[config.mk]
export PLATFORM = sky130hd
export DESIGN_NAME = neuron_act_writer
export DESIGN_NICKNAME = d
export VERILOG_FILES = /design/src/rtl/mlp_pkg.sv /design/src/rtl/neuron_act_sat.sv /design/src/rtl/neuron_act_writer.sv
export SDC_FILE = /design/constraint.sdc
export NUM_CORES = 1
export LEC_CHECK = 0
export CORE_UTILIZATION = 30
export DETAILED_ROUTE_END_ITERATION = 10
export GPL_TIMING_DRIVEN = 0
export PLACE_DENSITY = 0.53
export SETUP_SLACK_MARGIN = 0.15
export SYNTH_ARGS = -nofsm -noshare
export SYNTH_HDL_FRONTEND = slang
export SYNTH_SLANG_ARGS = --single-unit
[constraint.sdc]
create_clock -name pi_clk -period 3.9 [get_ports pi_clk]
set_input_delay 0.78 -clock pi_clk [delete_from_list [all_inputs] [get_ports pi_clk]]
set_output_delay 0.78 -clock pi_clk [all_outputs]
set_load 0.05 [all_outputs]
[src/rtl/mlp_pkg.sv]
// Shared types and default widths for the MLP neuron datapath.
package mlp_pkg;

    localparam int DATA_W_DEF = 16;
    localparam int FRAC_W_DEF = 8;
    localparam int ACC_W_DEF  = 40;

    typedef logic signed [DATA_W_DEF-1:0] data_t;
    typedef logic signed [ACC_W_DEF-1:0]  acc_t;

    typedef enum logic [1:0] {
        IDLE  = 2'd0,
        RUN   = 2'd1,
        DRAIN = 2'd2,
        DONE  = 2'd3
    } act_state_e;

endpackage

[src/rtl/neuron_act_sat.sv]
// Combinational round-half-up, arithmetic shift by FRAC_W and saturation
// of a bias-adjusted accumulator sum down to the DATA_W activation format.
module neuron_act_sat
    import mlp_pkg::*;
#(
    parameter int DATA_W = DATA_W_DEF,
    parameter int FRAC_W = FRAC_W_DEF,
    parameter int ACC_W  = ACC_W_DEF
) (
    input  logic signed [ACC_W:0]    sum_i,
    output logic signed [DATA_W-1:0] value_o,
    output logic                     sat_o
);

    // One extra bit of headroom so adding the rounding constant cannot overflow.
    localparam int SW = ACC_W + 2;
    localparam logic [SW-1:0] HALF = {{(SW-1){1'b0}}, 1'b1} << (FRAC_W - 1);

    logic signed [SW-1:0] rnd_s;
    logic signed [SW-1:0] shf_s;

    // Round, shift, then clip anything whose upper bits are not pure sign extension.
    always_comb begin
        rnd_s   = {sum_i[ACC_W], sum_i} + HALF;
        shf_s   = rnd_s >>> FRAC_W;
        value_o = shf_s[DATA_W-1:0];
        sat_o   = 1'b0;
        if (!shf_s[SW-1] && (|shf_s[SW-2:DATA_W-1])) begin
            value_o = {1'b0, {(DATA_W-1){1'b1}}};
            sat_o   = 1'b1;
        end else if (shf_s[SW-1] && !(&shf_s[SW-2:DATA_W-1])) begin
            value_o = {1'b1, {(DATA_W-1){1'b0}}};
            sat_o   = 1'b1;
        end else begin
            value_o = shf_s[DATA_W-1:0];
            sat_o   = 1'b0;
        end
    end

endmodule

[src/rtl/neuron_act_writer.sv]
// Bias-add, round/saturate, ReLU and sequential BRAM write of neuron results.
// Optional saturation counter enabled by defining NEURON_ACT_SAT_CNT_EN.
module neuron_act_writer
    import mlp_pkg::*;
#(
    parameter int DATA_W  = DATA_W_DEF,
    parameter int FRAC_W  = FRAC_W_DEF,
    parameter int ACC_W   = ACC_W_DEF,
    parameter int NEURONS = 784,
    parameter int ADDR_W  = 10
) (
    input  logic              pi_clk,
    input  logic              pi_rst,
    input  logic              pi_layer_start,
    input  logic              pi_acc_valid,
    input  logic [ACC_W-1:0]  pi_acc_data,
    input  logic [DATA_W-1:0] pi_bias,
    output logic              po_BRAM_we,
    output logic [ADDR_W-1:0] po_BRAM_add,
    output logic [DATA_W-1:0] po_BRAM_data,
    output logic              po_busy,
    output logic              po_layer_done,
    output logic              po_drop,
    output logic [15:0]       po_sat_count
);

    localparam logic [ADDR_W-1:0] LAST_ADDR = ADDR_W'(NEURONS - 1);

    act_state_e state_q, state_d;
    logic [ADDR_W-1:0] cnt_q, cnt_d;
    logic drop_q, drop_d;
    logic busy_q, done_q;

    logic accept_s;
    logic start_s;
    logic signed [ACC_W:0] acc_ext_s, bias_ext_s, sum_s;
    logic signed [DATA_W-1:0] sat_val_s;
    logic sat_s;

    logic                     s1_valid_q;
    logic signed [ACC_W:0]    s1_sum_q;
    logic [ADDR_W-1:0]        s1_addr_q;
    logic                     s2_valid_q;
    logic signed [DATA_W-1:0] s2_data_q;
    logic [ADDR_W-1:0]        s2_addr_q;
    logic                     we_q;
    logic [ADDR_W-1:0]        add_q;
    logic [DATA_W-1:0]        data_q;

    assign accept_s   = (state_q == RUN) && pi_acc_valid;
    assign start_s    = (state_q == IDLE) && pi_layer_start;
    assign acc_ext_s  = {pi_acc_data[ACC_W-1], pi_acc_data};
    assign bias_ext_s = {{(ACC_W+1-DATA_W){pi_bias[DATA_W-1]}}, pi_bias} << FRAC_W;
    assign sum_s      = acc_ext_s + bias_ext_s;

    neuron_act_sat #(
        .DATA_W (DATA_W),
        .FRAC_W (FRAC_W),
        .ACC_W  (ACC_W)
    ) u_sat (
        .sum_i   (s1_sum_q),
        .value_o (sat_val_s),
        .sat_o   (sat_s)
    );

    // Layer FSM next-state, neuron address counter and sticky drop flag.
    always_comb begin
        state_d = state_q;
        cnt_d   = cnt_q;
        drop_d  = drop_q;
        case (state_q)
            IDLE: begin
                if (pi_layer_start) begin
                    state_d = RUN;
                    cnt_d   = '0;
                    drop_d  = pi_acc_valid;
                end else begin
                    drop_d  = drop_q | pi_acc_valid;
                end
            end
            RUN: begin
                if (pi_acc_valid && (cnt_q == LAST_ADDR)) begin
                    state_d = DRAIN;
                end else if (pi_acc_valid) begin
                    cnt_d   = cnt_q + ADDR_W'(1);
                end else begin
                    state_d = RUN;
                end
            end
            DRAIN: begin
                drop_d = drop_q | pi_acc_valid;
                if (!s1_valid_q && !s2_valid_q) begin
                    state_d = DONE;
                end else begin
                    state_d = DRAIN;
                end
            end
            DONE: begin
                drop_d  = drop_q | pi_acc_valid;
                state_d = IDLE;
            end
            default: begin
                state_d = IDLE;
            end
        endcase
    end

    // FSM state and control/status registers.
    always_ff @(posedge pi_clk) begin
        if (pi_rst) begin
            state_q <= IDLE;
            cnt_q   <= '0;
            drop_q  <= 1'b0;
            busy_q  <= 1'b0;
            done_q  <= 1'b0;
        end else begin
            state_q <= state_d;
            cnt_q   <= cnt_d;
            drop_q  <= drop_d;
            busy_q  <= (state_d != IDLE);
            done_q  <= (state_d == DONE);
        end
    end

    // Three-stage datapath: bias add, round/saturate, ReLU and BRAM write.
    always_ff @(posedge pi_clk) begin
        if (pi_rst) begin
            s1_valid_q <= 1'b0;
            s1_sum_q   <= '0;
            s1_addr_q  <= '0;
            s2_valid_q <= 1'b0;
            s2_data_q  <= '0;
            s2_addr_q  <= '0;
            we_q       <= 1'b0;
            add_q      <= '0;
            data_q     <= '0;
        end else begin
            s1_valid_q <= accept_s;
            if (accept_s) begin
                s1_sum_q  <= sum_s;
                s1_addr_q <= cnt_q;
            end
            s2_valid_q <= s1_valid_q;
            if (s1_valid_q) begin
                s2_data_q <= sat_val_s;
                s2_addr_q <= s1_addr_q;
            end
            we_q <= s2_valid_q;
            if (s2_valid_q) begin
                add_q  <= s2_addr_q;
                data_q <= s2_data_q[DATA_W-1] ? '0 : s2_data_q;
            end
        end
    end

`ifdef NEURON_ACT_SAT_CNT_EN
    logic [15:0] sat_cnt_q, sat_cnt_d;

    // Saturating count of clip events seen at the round/saturate stage.
    always_comb begin
        sat_cnt_d = sat_cnt_q;
        if (start_s) begin
            sat_cnt_d = 16'h0000;
        end else if (s1_valid_q && sat_s && (sat_cnt_q != 16'hFFFF)) begin
            sat_cnt_d = sat_cnt_q + 16'h0001;
        end else begin
            sat_cnt_d = sat_cnt_q;
        end
    end

    // Saturation counter register.
    always_ff @(posedge pi_clk) begin
        if (pi_rst) begin
            sat_cnt_q <= 16'h0000;
        end else begin
            sat_cnt_q <= sat_cnt_d;
        end
    end

    assign po_sat_count = sat_cnt_q;
`else
    logic sat_unused_s;
    assign sat_unused_s = sat_s | start_s;
    assign po_sat_count = 16'h0000;
`endif

    assign po_BRAM_we    = we_q;
    assign po_BRAM_add   = add_q;
    assign po_BRAM_data  = data_q;
    assign po_busy       = busy_q;
    assign po_layer_done = done_q;
    assign po_drop       = drop_q;

endmodule

# Word-level counts from Yosys, hierarchy flattened

Cells that the tools add are included.

Flip-flop bits (word level): 121
Logic and storage cells: 57
Output and inout bits: 46

Reductions and logical operators: 17
Bitwise logic cells: 1
Mux-type cells: 14
Add/sub/neg operators: 3
Equality and inequality tests: 8

Operators with widths:

| operator                | count |
|---|---|
| $add A41 B9 Y42 const B | 1 |
| $add A40 B24 Y41        | 1 |
| $mux W16                | 2 |
| $mux W10                | 3 |
| $pmux W10 S2            | 1 |
| $reduce_and A19 Y1      | 1 |
| $reduce_or A19 Y1       | 1 |
| $mux W15                | 1 |
| $add A10 B1 Y10 const B | 1 |
| $eq A10 B10 Y1 const B  | 1 |
| $pmux W2 S4             | 1 |
| $eq A2 B2 Y1 const B    | 3 |
| $mux W2                 | 3 |
| $ne A2 B2 Y1 const B    | 3 |
| $reduce_bool A2 Y1      | 3 |
| $logic_and A1 B1 Y1     | 5 |
| $logic_not A1 Y1        | 4 |
| $reduce_and A4 Y1       | 1 |
| $eq A2 B1 Y1 const B    | 1 |
| $logic_not A2 Y1        | 1 |
| $mux W1                 | 2 |
| $pmux W1 S2             | 1 |
| $reduce_or A2 Y1        | 1 |
| $or A1 B1 Y1            | 1 |

# Depth between registers and ports, before layout

Depth after elaboration: 6
Depth in mapped cells: 11

# Hierarchy

A second synthesis with hierarchy kept.

Cell total of the unflattened synthesis: 926
Area, all modules: 7,397.1 µm²

By module, submodules not included:

| module            | cells each | instances | area each (µm²) |
|---|---|---|---|
| neuron_act_writer | 756        | 1         | 6,249.7 |
| neuron_act_sat    | 170        | 1         | 1,147.4 |

# Least setup slack after synthesis

Ideal clock, no wire load.

Path kind: input -> register
Start point: in pi_acc_data[16]
End point: reg s1_sum_q[38]
Path slack: 0.817 ns
Stages: 9
Path buffers: 0
Setup time: 0.091 ns
Data arrival time: 2.992 ns
Path through: ha_1 nand3_1 or3_1 a211o_1 and3_1 o31ai_1 a21oi_1 or3_1 a311oi_1

Longest elaborated chain between the ends: 1

Ends and longest elaborated chain:

| element              | RTL line                 | RTL |
|---|---|---|
| start, declared      | neuron_act_writer.sv:16  | `input logic [ACC_W-1:0] pi_acc_data,` |
| $add A40 B24 Y41     | neuron_act_writer.sv:54  | `assign sum_s = acc_ext_s + bias_ext_s;` |
| end signal, assigned | neuron_act_writer.sv:140 | `s1_sum_q <= sum_s;` |
| end, declared        | neuron_act_writer.sv:41  | `logic signed [ACC_W:0] s1_sum_q;` |

Every way passes these cells.
A chain may end at the register's enable or synchronous reset.

# Final worst setup path

Start point: in pi_acc_data[16]
End point: reg s1_sum_q[33]

The elaborated chain is that of the path after synthesis.

==> key figures <==
Status
  – Status: finished clean

Yosys
  – Ranking of synthesized cells by area: dfxtp_1, ha_1, nand2_1
  – Number of synthesized register bits: approximately 110
  – Most used DFF post-synth: dfxtp_1
  – Yosys warning count: 0
  – Async SR Flop Fraction: 0%
  – Number of synthesized flops with an enable pin: 0
  – Synthesized area: between 6000 and 7000 um2
  – Sequential share of the synthesized area: between 30 and 40%
  – Count leader, synth: dfxtp_1
  – Yosys cell types: 69
  – Mapped Cells: around 860
  – Synth Area per Inst: 7.95 um2
  – Most common library cells after synthesis: dfxtp_1, nand2_1, nor2_1, a21oi_1, nand3_1
  – Yosys top cell by area: dfxtp_1
  – Share of the synthesized area in the top cell type: 33.3%

Worst setup path
  – R2R Setup Slk: 540 ps
  – Origin of the critical flop-to-flop path: s1_sum_q[8]
  – Crit path from: pi_acc_data[16]
  – Critical Path Source Type: input pin
  – Crit path capture type: flop
  – Worst EP arrival: between 3000 and 4000 ps
  – Crit Path Class: in -> reg
  – CP Data Required Time: around 4200 ps
  – CP max FO: 6

Detailed routing
  – DR iter-0 viols: approximately 330
  – Drt pass-1 iters: 7
  – Wire per inst: ~15 um
  – Post-Route WL: around 19 mm
  – Vias: around 6,300
  – Drt via density: roughly 5
  – Routed Antenna Nets: 0
  – DRC violations left: 0

Timing
  – Final setup violation count: 0
  – Measured slew at the worst slew-check pin: 902 ps
  – Worst setup margin: 366 ps
  – Minimum clock period: between 3000 and 4000 ps
  – Final hold violation count: 0
  – Rel. slew slack: between 30% and 40%
  – Hold WS: approximately 460 ps
  – RSZ-0062 raised after global routing: false
  – Final Max Slew Viols: 0
  – Final Skew: 8.80 ps
  – Final worst-path cycle share: between 90% and 100%
  – Max Clk Rate: 283 MHz

Power
  – Peak supply drop: 281 uV
  – Cell-internal power: approximately 2.4 mW
  – Lkg Pwr: ~3.1 nW
  – Total power: approximately 3.3 mW
  – Switching share of power: 27.4%
  – Clk pwr share: 46.1%
  – PD cells: 388 nW/um2
  – Reg power frac: between 30 and 40%
  – Comb power frac: 17.1%
  – Net switching power: 0.917 mW

Global route
  – Congestion Overflow GR: 0
  – Total GRT Usage: 16.6%
  – Initial antenna violation count: 0
  – Vias in the first global route: ~6,000
  – First-pass GRT wire length: approximately 31 mm
  – Largest net degree at the start of global routing: 18

Clocking
  – Post-CTS Hold Buffers: 0
  – CTS Buf Count: 17
  – CTS HTree Levels: 4
  – Clock transition at the registers of the reported paths: ~50 ps
  – Clock sink count: approximately 110
  – CTS root buffer: clkbuf_16
  – Post_cts resized: 1
  – Clk Latency, worst-skew pair: approximately 420 ps
  – Setup Buffers After CTS: 0
  – Clock tree buffer depth: 2
  – CTS tree: built

Floorplan
  – Ports: 106
  – Die area: between 20,000 and 25,000 um2
  – Die Span Y: roughly 150 um
  – Die Wd: roughly 150 um
  – Core Area: between 20,000 and 25,000 um2
  – Initial Util: a little under a third
  – Row Count: 54

Layout
  – Diode count: 0
  – Fin nets: 1,066
  – Layout fillers: 2,308
  – Ratio of cells with drive above 1 in the final layout: 7.32%
  – Area grow syn2layout: 26.8%

Place
  – Pre-CTS WS: -317 ps
  – Routability cong.: about 0.88
  – Port bufs: 81
  – DPL Wire Length: around 15 mm

Worst hold path
  – Worst min path class: reg -> reg
  – Hold wc startpoint: s1_addr_q[3]

Flow run
  – Max-cap violations: 0
[power by group through the flow]
| stage | Sequential (mW) | Combinational [mW] | Clock, mW |
|---|---|---|---|
| final | 1.23 | 0.572 | 1.54 |
| after global routing | 1.24 | 0.629 | 1.62 |
| after global placement | 1.25 | 0.568 | 0 |
| after detailed placement | 1.26 | 0.568 | 0 |
| after CTS | 1.23 | 0.571 | 1.57 |
| after floorplan | 1.25 | 0.392 | 0 |
[final timing paths]
check | endpoint | cells past startpoint
min reg2reg | s1_addr_q[3] | 2
max reg2reg | s2_data_q[1] | 11
min | s1_addr_q[3] | 2
max | s1_sum_q[33] | 10
[final cells by class]
type / instances / area (um2) / area share (%)
inverter: 14 / 52.6 / 0.609
multi-input combinational: 688 / 4260 / 49.4
clock buffer: 23 / 488 / 5.66
tap: 280 / 350 / 4.06
buffer: 56 / 294 / 3.41
clock inverter: 8 / 104 / 1.20
sequential: 113 / 2260 / 26.2
timing repair buffer: 81 / 810 / 9.39
[through the flow]
stage               instance area, um2  setup TNS, ps  util, %  instances
floorplan                         6860              0        -        871
global placement                  8020          -2130     36.4       1232
detailed placement                8020          -2070     36.4       1232
CTS                               8610              0     39.1       1263
global route                      8620              0     39.1       1263
finish                            8620              0     39.1       1263
[state kept, by name (all words and copies together) (netlist names)]
name	flops
s1_addr_q	10
po_busy	1
s2_valid_q	1
po_BRAM_we	1
po_BRAM_add	10
s1_sum_q	34
s2_addr_q	10
state_q	2
po_layer_done	1
po_drop	1
s2_data_q	16
cnt_q	10
po_BRAM_data	15
s1_valid_q	1
[kinds of logic (layout without fill, tap and decap cells)]
| kind of cell | after synthesis | count (layout) | share of synthesized area (%) |
|---|---|---|---|
| DFF | 113 | 113 | 33.3 |
| buffers and inverters | 70 | 182 | 5.10 |
| adders and majority gates | 35 | 35 | 6.55 |
| xor gates and xnor gates | 43 | 43 | 5.54 |
| other | 1 | 17 | 0.0552 |
| AOI/OAI and AO/OA | 206 | 206 | 19.8 |
| muxes | 23 | 23 | 3.39 |
| and+or+nand+nor | 364 | 364 | 26.3 |
[worst max-delay path, cell delays in order]
cell	delay (ps)
clkdlybuf4s50_1	400
ha_1	380
a21o_1	200
a21oi_1	160
nor3_1	60
o21ai_0	480
nand3_1	290
a2111oi_1	610
nor3_1	130
a311o_1	330
[routing by layer]
layer  up-vias  wire length (um)  track usage (%)
li1       3287                 -                -
met1      2862              9820             23.3
met2       143              8230             25.8
met3        19               625             2.96
met4         0               226             4.86
met5         -                 0                0
[placed cells by master (no fill, tap or decap), types with 14 or more instances in the layout]
cell type and count:
xnor2_1 23, clkbuf_16 17, mux2i_1 23, a211oi_1 21
buf_4 17, conb_1 17, xor2_1 20, nor2_1 85
ha_1 34, clkbuf_1 26, nand2_1 106, dfxtp_1 113
nor2b_1 18, clkdlybuf4s50_1 80, o21ai_0 34, a21oi_1 74
nor3_1 26, inv_1 14, nand2b_1 14, nand3_1 39
(Power assumes the default switching activity.)
